### config.mk
export PLATFORM = sky130hd
export DESIGN_NAME = traductor_bcd_binario_flat
export DESIGN_NICKNAME = d
export VERILOG_FILES = /design/src/rtl/traductor_bcd_binario_if.sv /design/src/rtl/traductor_bcd_binario.sv /design/src/flat_wrapper.sv
export SDC_FILE = /design/constraint.sdc
export NUM_CORES = 1
export LEC_CHECK = 0
export ABC_AREA = 1
export BUFFER_PORTS_ARGS = -buffer_cell sky130_fd_sc_hd__buf_2
export CORE_ASPECT_RATIO = 0.6
export CORE_MARGIN = 2
export CORE_UTILIZATION = 50
export DETAILED_ROUTE_END_ITERATION = 10
export PLACE_DENSITY_LB_ADDON = 0.05
export RECOVER_POWER = 25
export REMOVE_ABC_BUFFERS = 1
export SLEW_MARGIN = 20
export SYNTH_ARGS = -nofsm -noshare
export SYNTH_HDL_FRONTEND = slang
export SYNTH_SLANG_ARGS = --single-unit
### constraint.sdc
create_clock -name clk -period 3.7 [get_ports clk]
set_input_delay 0.555 -clock clk [delete_from_list [all_inputs] [get_ports clk]]
set_output_delay 0.555 -clock clk [all_outputs]
set_load 0.03 [all_outputs]
### src/rtl/traductor_bcd_binario_if.sv
// traductor_bcd_binario_if: request/result bundle of the BCD-to-binary converter.
// master drives start/bcd_in; slave returns busy, done, bin_out and err.
interface traductor_bcd_binario_if #(
    parameter int DIGITS = 2,
    parameter int BIN_W  = 7
);
    logic                  start;
    logic [4*DIGITS-1:0]   bcd_in;
    logic                  busy;
    logic                  done;
    logic [BIN_W-1:0]      bin_out;
    logic                  err;

    modport master (
        output start,
        output bcd_in,
        input  busy,
        input  done,
        input  bin_out,
        input  err
    );

    modport slave (
        input  start,
        input  bcd_in,
        output busy,
        output done,
        output bin_out,
        output err
    );
endinterface

### src/rtl/traductor_bcd_binario.sv
// traductor_bcd_binario: sequential BCD-to-binary converter (reverse double-dabble).
// Ports: clk, rst (sync, active-high); bus.slave = start, bcd_in -> busy, done, bin_out, err.
module traductor_bcd_binario #(
    parameter int DIGITS = 2,
    parameter int BIN_W  = 7
) (
    input  logic                     clk,
    input  logic                     rst,
    traductor_bcd_binario_if.slave   bus
);
    localparam int BCD_W = 4 * DIGITS;
    localparam int CNT_W = $clog2(BIN_W) + 1;
    localparam int SH_W  = BCD_W + BIN_W;
    localparam logic [CNT_W-1:0] LAST = CNT_W'(BIN_W - 1);

    typedef enum logic [1:0] {
        IDLE,
        SHIFT,
        DONE
    } state_t;

    state_t             state;
    logic [BCD_W-1:0]   bcd_sh;
    logic [BIN_W-1:0]   bin_sh;
    logic [CNT_W-1:0]   cnt;

    logic [SH_W-1:0]    sh;
    logic [BCD_W-1:0]   bcd_adj;
    logic               bad;

    // One reverse double-dabble step: shift the whole register right,
    // then pull every digit that received a carried-in 8 back by 3.
    always_comb begin
        sh      = {bcd_sh, bin_sh} >> 1;
        bcd_adj = sh[SH_W-1:BIN_W];
        for (int i = 0; i < DIGITS; i++) begin
            if (bcd_adj[4*i +: 4] >= 4'd8) begin
                bcd_adj[4*i +: 4] = bcd_adj[4*i +: 4] - 4'd3;
            end
        end
    end

    always_comb begin
        bad = 1'b0;
        for (int i = 0; i < DIGITS; i++) begin
            if (bus.bcd_in[4*i +: 4] > 4'd9) begin
                bad = 1'b1;
            end
        end
    end

    always_ff @(posedge clk) begin
        if (rst) begin
            state       <= IDLE;
            bcd_sh      <= '0;
            bin_sh      <= '0;
            cnt         <= '0;
            bus.busy    <= 1'b0;
            bus.done    <= 1'b0;
            bus.bin_out <= '0;
            bus.err     <= 1'b0;
        end else begin
            unique case (state)
                IDLE: begin
                    if (bus.start) begin
                        bus.busy <= 1'b1;
                        if (bad) begin
                            bus.bin_out <= '0;
                            bus.err     <= 1'b1;
                            bus.done    <= 1'b1;
                            state       <= DONE;
                        end else begin
                            bcd_sh <= bus.bcd_in;
                            bin_sh <= '0;
                            cnt    <= '0;
                            state  <= SHIFT;
                        end
                    end
                end
                SHIFT: begin
                    bcd_sh <= bcd_adj;
                    bin_sh <= sh[BIN_W-1:0];
                    cnt    <= cnt + 1'b1;
                    if (cnt == LAST) begin
                        bus.bin_out <= sh[BIN_W-1:0];
                        bus.err     <= 1'b0;
                        bus.done    <= 1'b1;
                        state       <= DONE;
                    end
                end
                DONE: begin
                    bus.done <= 1'b0;
                    bus.busy <= 1'b0;
                    state    <= IDLE;
                end
                default: begin
                    state <= IDLE;
                end
            endcase
        end
    end
endmodule

### src/flat_wrapper.sv
// flat-port wrapper written by rule: the top's interface ports become plain ports
module traductor_bcd_binario_flat 
#(
    parameter int DIGITS = 2,
    parameter int BIN_W  = 7
)
  (clk, rst, bus_start, bus_bcd_in, bus_busy, bus_done, bus_bin_out, bus_err);
  traductor_bcd_binario_if #(.DIGITS(DIGITS), .BIN_W(BIN_W)) bus_i ();
  input  logic clk;
  input  logic rst;
  input wire logic [$bits(bus_i.start)-1:0] bus_start;
  input wire logic [$bits(bus_i.bcd_in)-1:0] bus_bcd_in;
  output wire logic [$bits(bus_i.busy)-1:0] bus_busy;
  output wire logic [$bits(bus_i.done)-1:0] bus_done;
  output wire logic [$bits(bus_i.bin_out)-1:0] bus_bin_out;
  output wire logic [$bits(bus_i.err)-1:0] bus_err;
  assign bus_i.start = bus_start;
  assign bus_i.bcd_in = bus_bcd_in;
  assign bus_busy = bus_i.busy;
  assign bus_done = bus_i.done;
  assign bus_bin_out = bus_i.bin_out;
  assign bus_err = bus_i.err;
  traductor_bcd_binario #(.DIGITS(DIGITS), .BIN_W(BIN_W)) u_core (.clk(clk), .rst(rst), .bus(bus_i));
endmodule
==> metrics.txt <==
# TYPE chip_impl_metric gauge
chip_impl_metric{name="ant_nets",unit=""} 0
chip_impl_metric{name="max_cap_violations",unit=""} 0
chip_impl_info{name="worst_setup_path_end_kind",value="register"} 1
chip_impl_metric{name="post_synth_instance_area",unit="um2"} 1430
chip_impl_metric{name="first_global_vias",unit=""} 1217
chip_impl_metric{name="fp.dieH",unit="um"} 45.4
chip_impl_info{name="path_cells",value="buf_2 -> o21ai_0 -> nand2_1 -> nand2_2 -> nand2_2 -> nand2_1 -> nand2_1 -> nor2_1"} 1
chip_impl_metric{name="count_of_flip_flops_with_a_built_in_enable_after_synthesis",unit=""} 0
chip_impl_metric{name="share_clk_of_total_power",unit="%"} 32.7
chip_impl_info{name="hold_path.class",value="reg -> reg"} 1
chip_impl_metric{name="instances_no_fill",unit=""} 259
chip_impl_metric{name="place.port_buffers",unit=""} 20
chip_impl_metric{name="power.share.switching",unit="%"} 30.9
chip_impl_info{name="grt_setup_unrepaired",value="false"} 1
chip_impl_metric{name="crit_path_max_fanout",unit=""} 20
chip_impl_metric{name="cell_depth_of_the_worst_setup_path",unit=""} 8
chip_impl_metric{name="finalSetupViolations",unit=""} 0
chip_impl_metric{name="fillerInstances",unit=""} 260
chip_impl_metric{name="post-route-util",unit="%"} 61.1
chip_impl_info{name="cell_chosen_for_the_clock_root",value="sky130_fd_sc_hd__clkbuf_8"} 1
chip_impl_metric{name="net-switching-power",unit="mW"} 0.240
chip_impl_metric{name="ys_seq_elements",unit=""} 30
chip_impl_metric{name="via_per_inst",unit=""} 4.99
chip_impl_metric{name="place_area",unit="um2"} 1520
chip_impl_metric{name="grt_overflow_total",unit=""} 0
chip_impl_metric{name="hold_viol_final",unit=""} 0
chip_impl_info{name="synth-main-ff-cell",value="sky130_fd_sc_hd__dfxtp_1"} 1
chip_impl_info{name="synth_top_cell_by_area",value="sky130_fd_sc_hd__dfxtp_1"} 1
chip_impl_metric{name="grtUsageTotal",unit="%"} 21.2
chip_impl_metric{name="leakage",unit="nW"} 0.711
chip_impl_info{name="critical_path.slowest_cell",value="sky130_fd_sc_hd__nand2_2"} 1
chip_impl_metric{name="yosys-mux-area-fraction",unit="%"} 0
chip_impl_metric{name="post_route_cells_drive_above_1_share",unit="%"} 12.3
chip_impl_metric{name="skew",unit="ns"} 0.00244
chip_impl_metric{name="cts_resized",unit=""} 0
chip_impl_metric{name="timing.slew.headroom",unit="%"} 73.1
chip_impl_metric{name="met3_wirelength",unit="um"} 113
chip_impl_metric{name="drc_errors",unit=""} 0
chip_impl_info{name="critical_path_capture_point",value="u_core.bcd_sh[2]$_SDFFE_PP0P_"} 1
chip_impl_metric{name="h-tree-depth",unit=""} 2
chip_impl_metric{name="antennaDiodeCount",unit=""} 0
chip_impl_info{name="setup.worst_path.start_class",value="primary input"} 1
chip_impl_info{name="cts_tree",value="done"} 1
chip_impl_info{name="critical-path-top-delay-family",value="simple AND/OR/NAND/NOR gates"} 1
chip_impl_metric{name="internal-power",unit="mW"} 0.537
chip_impl_metric{name="fin_crit_sh",unit="%"} 41.9
chip_impl_metric{name="yosys.area_share.xor_xnor",unit="%"} 0
chip_impl_metric{name="hpwlAfterDp",unit="um"} 2200
chip_impl_metric{name="hold-worst-slack",unit="ns"} 0.461
chip_impl_metric{name="reg2reg_slack",unit="ns"} 2.18
chip_impl_metric{name="synthesized_area_fraction_occupied_by_adder_cells",unit="%"} 3.50
chip_impl_metric{name="finalMaxSlewViolations",unit=""} 0
chip_impl_metric{name="finish.instance_area",unit="um2"} 1600
chip_impl_metric{name="critical_path_arrival",unit="ns"} 1.76
chip_impl_metric{name="clk_latency",unit="ns"} 0.28
chip_impl_metric{name="synth_simple_gate_area_share",unit="%"} 34.0
chip_impl_metric{name="grt_pass1_wl",unit="um"} 5190
chip_impl_metric{name="design.die.area",unit="um2"} 3320
chip_impl_metric{name="detail_route.wirelength",unit="um"} 3010
chip_impl_metric{name="post-cts-setup-buffer-count",unit=""} 0
chip_impl_metric{name="cellPowerDensity",unit="nW/um2"} 488
chip_impl_info{name="synth_top_cells_by_area",value="sky130_fd_sc_hd__dfxtp_1 42%, sky130_fd_sc_hd__nand2_1 17%, sky130_fd_sc_hd__nor2_1 7.9%, sky130_fd_sc_hd__a21oi_1 7.7%, sky130_fd_sc_hd__nand3_1 5.2%"} 1
chip_impl_metric{name="reg2regPathDepth",unit=""} 7
chip_impl_metric{name="drt-initial-drc-count",unit=""} 75
chip_impl_metric{name="grt_antenna_before_repair",unit=""} 0
chip_impl_metric{name="critPathMaxStageDelay",unit="ns"} 0.26
chip_impl_metric{name="postSynth.asyncResetShare",unit="%"} 0
chip_impl_metric{name="rows",unit=""} 14
chip_impl_metric{name="dp.cells",unit=""} 253
chip_impl_metric{name="path_buf_inv",unit=""} 1
chip_impl_metric{name="seq_power_share",unit="%"} 47.1
chip_impl_metric{name="worstMarginPinSlew",unit="ns"} 0.402
chip_impl_metric{name="synth_compound_area_share",unit="%"} 11.9
chip_impl_metric{name="syn_inst",unit=""} 208
chip_impl_metric{name="cts.reportedPaths.clkPinSlew",unit="ns"} 0.06
chip_impl_metric{name="cp_data_required_time",unit="ns"} 3.91
chip_impl_info{name="critical-path-top-cell-by-count",value="sky130_fd_sc_hd__nand2_1"} 1
chip_impl_metric{name="yosys_warnings",unit=""} 0
chip_impl_metric{name="detail_route.first_pass.iterations",unit=""} 4
chip_impl_info{name="path_class",value="in -> reg"} 1
chip_impl_info{name="status",value="finished, final reports clean"} 1
chip_impl_metric{name="power_frac_comb",unit="%"} 20.3
chip_impl_metric{name="initial_utilization",unit="%"} 54.8
chip_impl_metric{name="grt_max_degree",unit=""} 21
chip_impl_metric{name="clk_path_buf_depth",unit=""} 2
chip_impl_metric{name="num-nets-final",unit=""} 243
chip_impl_metric{name="synth_top_area_share",unit="%"} 42.0
chip_impl_metric{name="die_w",unit="um"} 73.1
chip_impl_metric{name="place_congestion",unit=""} 0.848
chip_impl_info{name="reg2reg_to",value="u_core.bus.bin_out[2]$_SDFFE_PP0P_"} 1
chip_impl_metric{name="numCtsBuffers",unit=""} 5
chip_impl_metric{name="vdd_drop_max",unit="mV"} 0.228
chip_impl_metric{name="fp.coreArea",unit="um2"} 2610
chip_impl_metric{name="met2_wirelength",unit="um"} 1290
chip_impl_metric{name="tns",unit="ns"} 0
chip_impl_metric{name="synth_seq_area_share",unit="%"} 42.0
chip_impl_metric{name="vias",unit=""} 1292
chip_impl_metric{name="syn_to_final_growth",unit="%"} 11.5
chip_impl_info{name="crit-reg2reg-launch",value="u_core.cnt[1]$_SDFFE_PP0P_"} 1
chip_impl_metric{name="avgSynthCellArea",unit="um2"} 6.88
chip_impl_metric{name="synth_cell_types",unit=""} 22
chip_impl_metric{name="met1_routed_wirelength_after_detailed_routing",unit="um"} 1550
chip_impl_metric{name="avgRoutedWirePerCell",unit="um"} 11.6
chip_impl_metric{name="cts_hold_buffers",unit=""} 0
chip_impl_metric{name="timing.fmax",unit="MHz"} 646
chip_impl_info{name="dr.max_layer_used",value="met4"} 1
chip_impl_info{name="largest_family_of_logic_cells_by_synthesized_area",value="simple AND/OR/NAND/NOR gates"} 1
chip_impl_metric{name="boundaryPins",unit=""} 21
chip_impl_info{name="synth.top_cells.by_count",value="63 x sky130_fd_sc_hd__nand2_1, 30 x sky130_fd_sc_hd__dfxtp_1, 30 x sky130_fd_sc_hd__nor2_1"} 1
chip_impl_metric{name="final.min_clock_period",unit="ns"} 1.55
chip_impl_metric{name="cts.sink_count",unit=""} 30
chip_impl_info{name="critPathLaunch",value="bus_bcd_in[5]"} 1
chip_impl_info{name="synth.most_common_cell",value="sky130_fd_sc_hd__nand2_1"} 1
## final cells by class
type	count	area [um2]	area share, %
clock buffer	6	82.6	5.18
tap	32	40.0	2.51
timing repair buffer	20	90.1	5.65
inverter	20	75.1	4.71
multi-input combinational	151	707	44.3
sequential	30	601	37.6
## state kept, by name, indices dropped and copies added (netlist names)
signal,cells
u_core.bus.busy,1
u_core.bus.err,1
u_core.bus.bin_out,7
u_core.cnt,4
u_core.bin_sh,6
u_core.bus.done,1
u_core.state,2
u_core.bcd_sh,8
## worst min path at each step
stage | startpoint | endpoint | slack [ns] | depth (start not counted)
3_5_place_dp | u_core.bus.bin_out[1]$_SDFFE_PP0P_ | u_core.bus.bin_out[1]$_SDFFE_PP0P_ | 0.45 | 2
5_1_grt | u_core.bin_sh[2]$_SDFFE_PP0P_ | u_core.bin_sh[2]$_SDFFE_PP0P_ | 0.48 | 2
2_1_floorplan | u_core.bcd_sh[5]$_SDFFE_PP0P_ | u_core.bcd_sh[5]$_SDFFE_PP0P_ | 0.43 | 2
4_1_cts | u_core.bcd_sh[7]$_SDFFE_PP0P_ | u_core.bcd_sh[7]$_SDFFE_PP0P_ | 0.46 | 2
6_report | u_core.bcd_sh[7]$_SDFFE_PP0P_ | u_core.bcd_sh[7]$_SDFFE_PP0P_ | 0.46 | 2
3_3_place_gp | u_core.bus.bin_out[4]$_SDFFE_PP0P_ | u_core.bus.bin_out[4]$_SDFFE_PP0P_ | 0.45 | 2
## logic make-up (layout without fill, tap and decap cells)
logic type      Yosys count  in the layout
compound gates           31             31
buf+inv                  27             46
simple gates            116            116
flops                    30             30
fa+ha+maj                 4              4
## layout by cell type, fill, tap and decap left out, drive strengths merged
cell | synthesis | final
nor2 | 31 | 31
nand4 | 1 | 1
nand2 | 66 | 66
or2 | 2 | 2
nor3 | 1 | 1
clkbuf | 3 | 14
o21ai | 8 | 8
nand3 | 15 | 15
clkinv | 1 | 1
dfxtp | 30 | 30
a21oi | 23 | 23
ha | 4 | 4
inv | 19 | 19
buf | 4 | 12
## power by group through the flow
stage	Clock [mW]	Sequential, mW	Combinational [mW]
after floorplan	0	0.394	0.0927
after global placement	0	0.372	0.156
after detailed placement	0	0.373	0.160
after CTS	0.262	0.366	0.161
after global routing	0.272	0.369	0.180
final	0.254	0.366	0.158
## worst register-to-register path, cell delays in order, from the launching register on
cell	delay, ns
sky130_fd_sc_hd__dfxtp_1	0.41
sky130_fd_sc_hd__ha_1	0.19
sky130_fd_sc_hd__nand3_1	0.20
sky130_fd_sc_hd__a21oi_4	0.24
sky130_fd_sc_hd__nand2_2	0.16
sky130_fd_sc_hd__inv_2	0.13
sky130_fd_sc_hd__nor2_1	0.05
sky130_fd_sc_hd__nor2_1	0.08
## per-stage QoR
| stage | setup WS, ns | power (mW) |
|---|---|---|
| 2_1_floorplan | 2.33 | 0.487 |
| 3_3_place_gp | 2.04 | 0.528 |
| 3_5_place_dp | 1.95 | 0.533 |
| 4_1_cts | 2.19 | 0.788 |
| 5_1_grt | 1.94 | 0.821 |
| 6_report | 2.15 | 0.778 |
## per-layer routing
layer | up-vias | track usage (%)
li1 | 693 | -
met3 | 7 | 6.19
met2 | 25 | 32.4
met5 | - | 0
met1 | 567 | 27.3
met4 | 0 | 12.2
No activity file was read; power rests on OpenSTA's default activity.
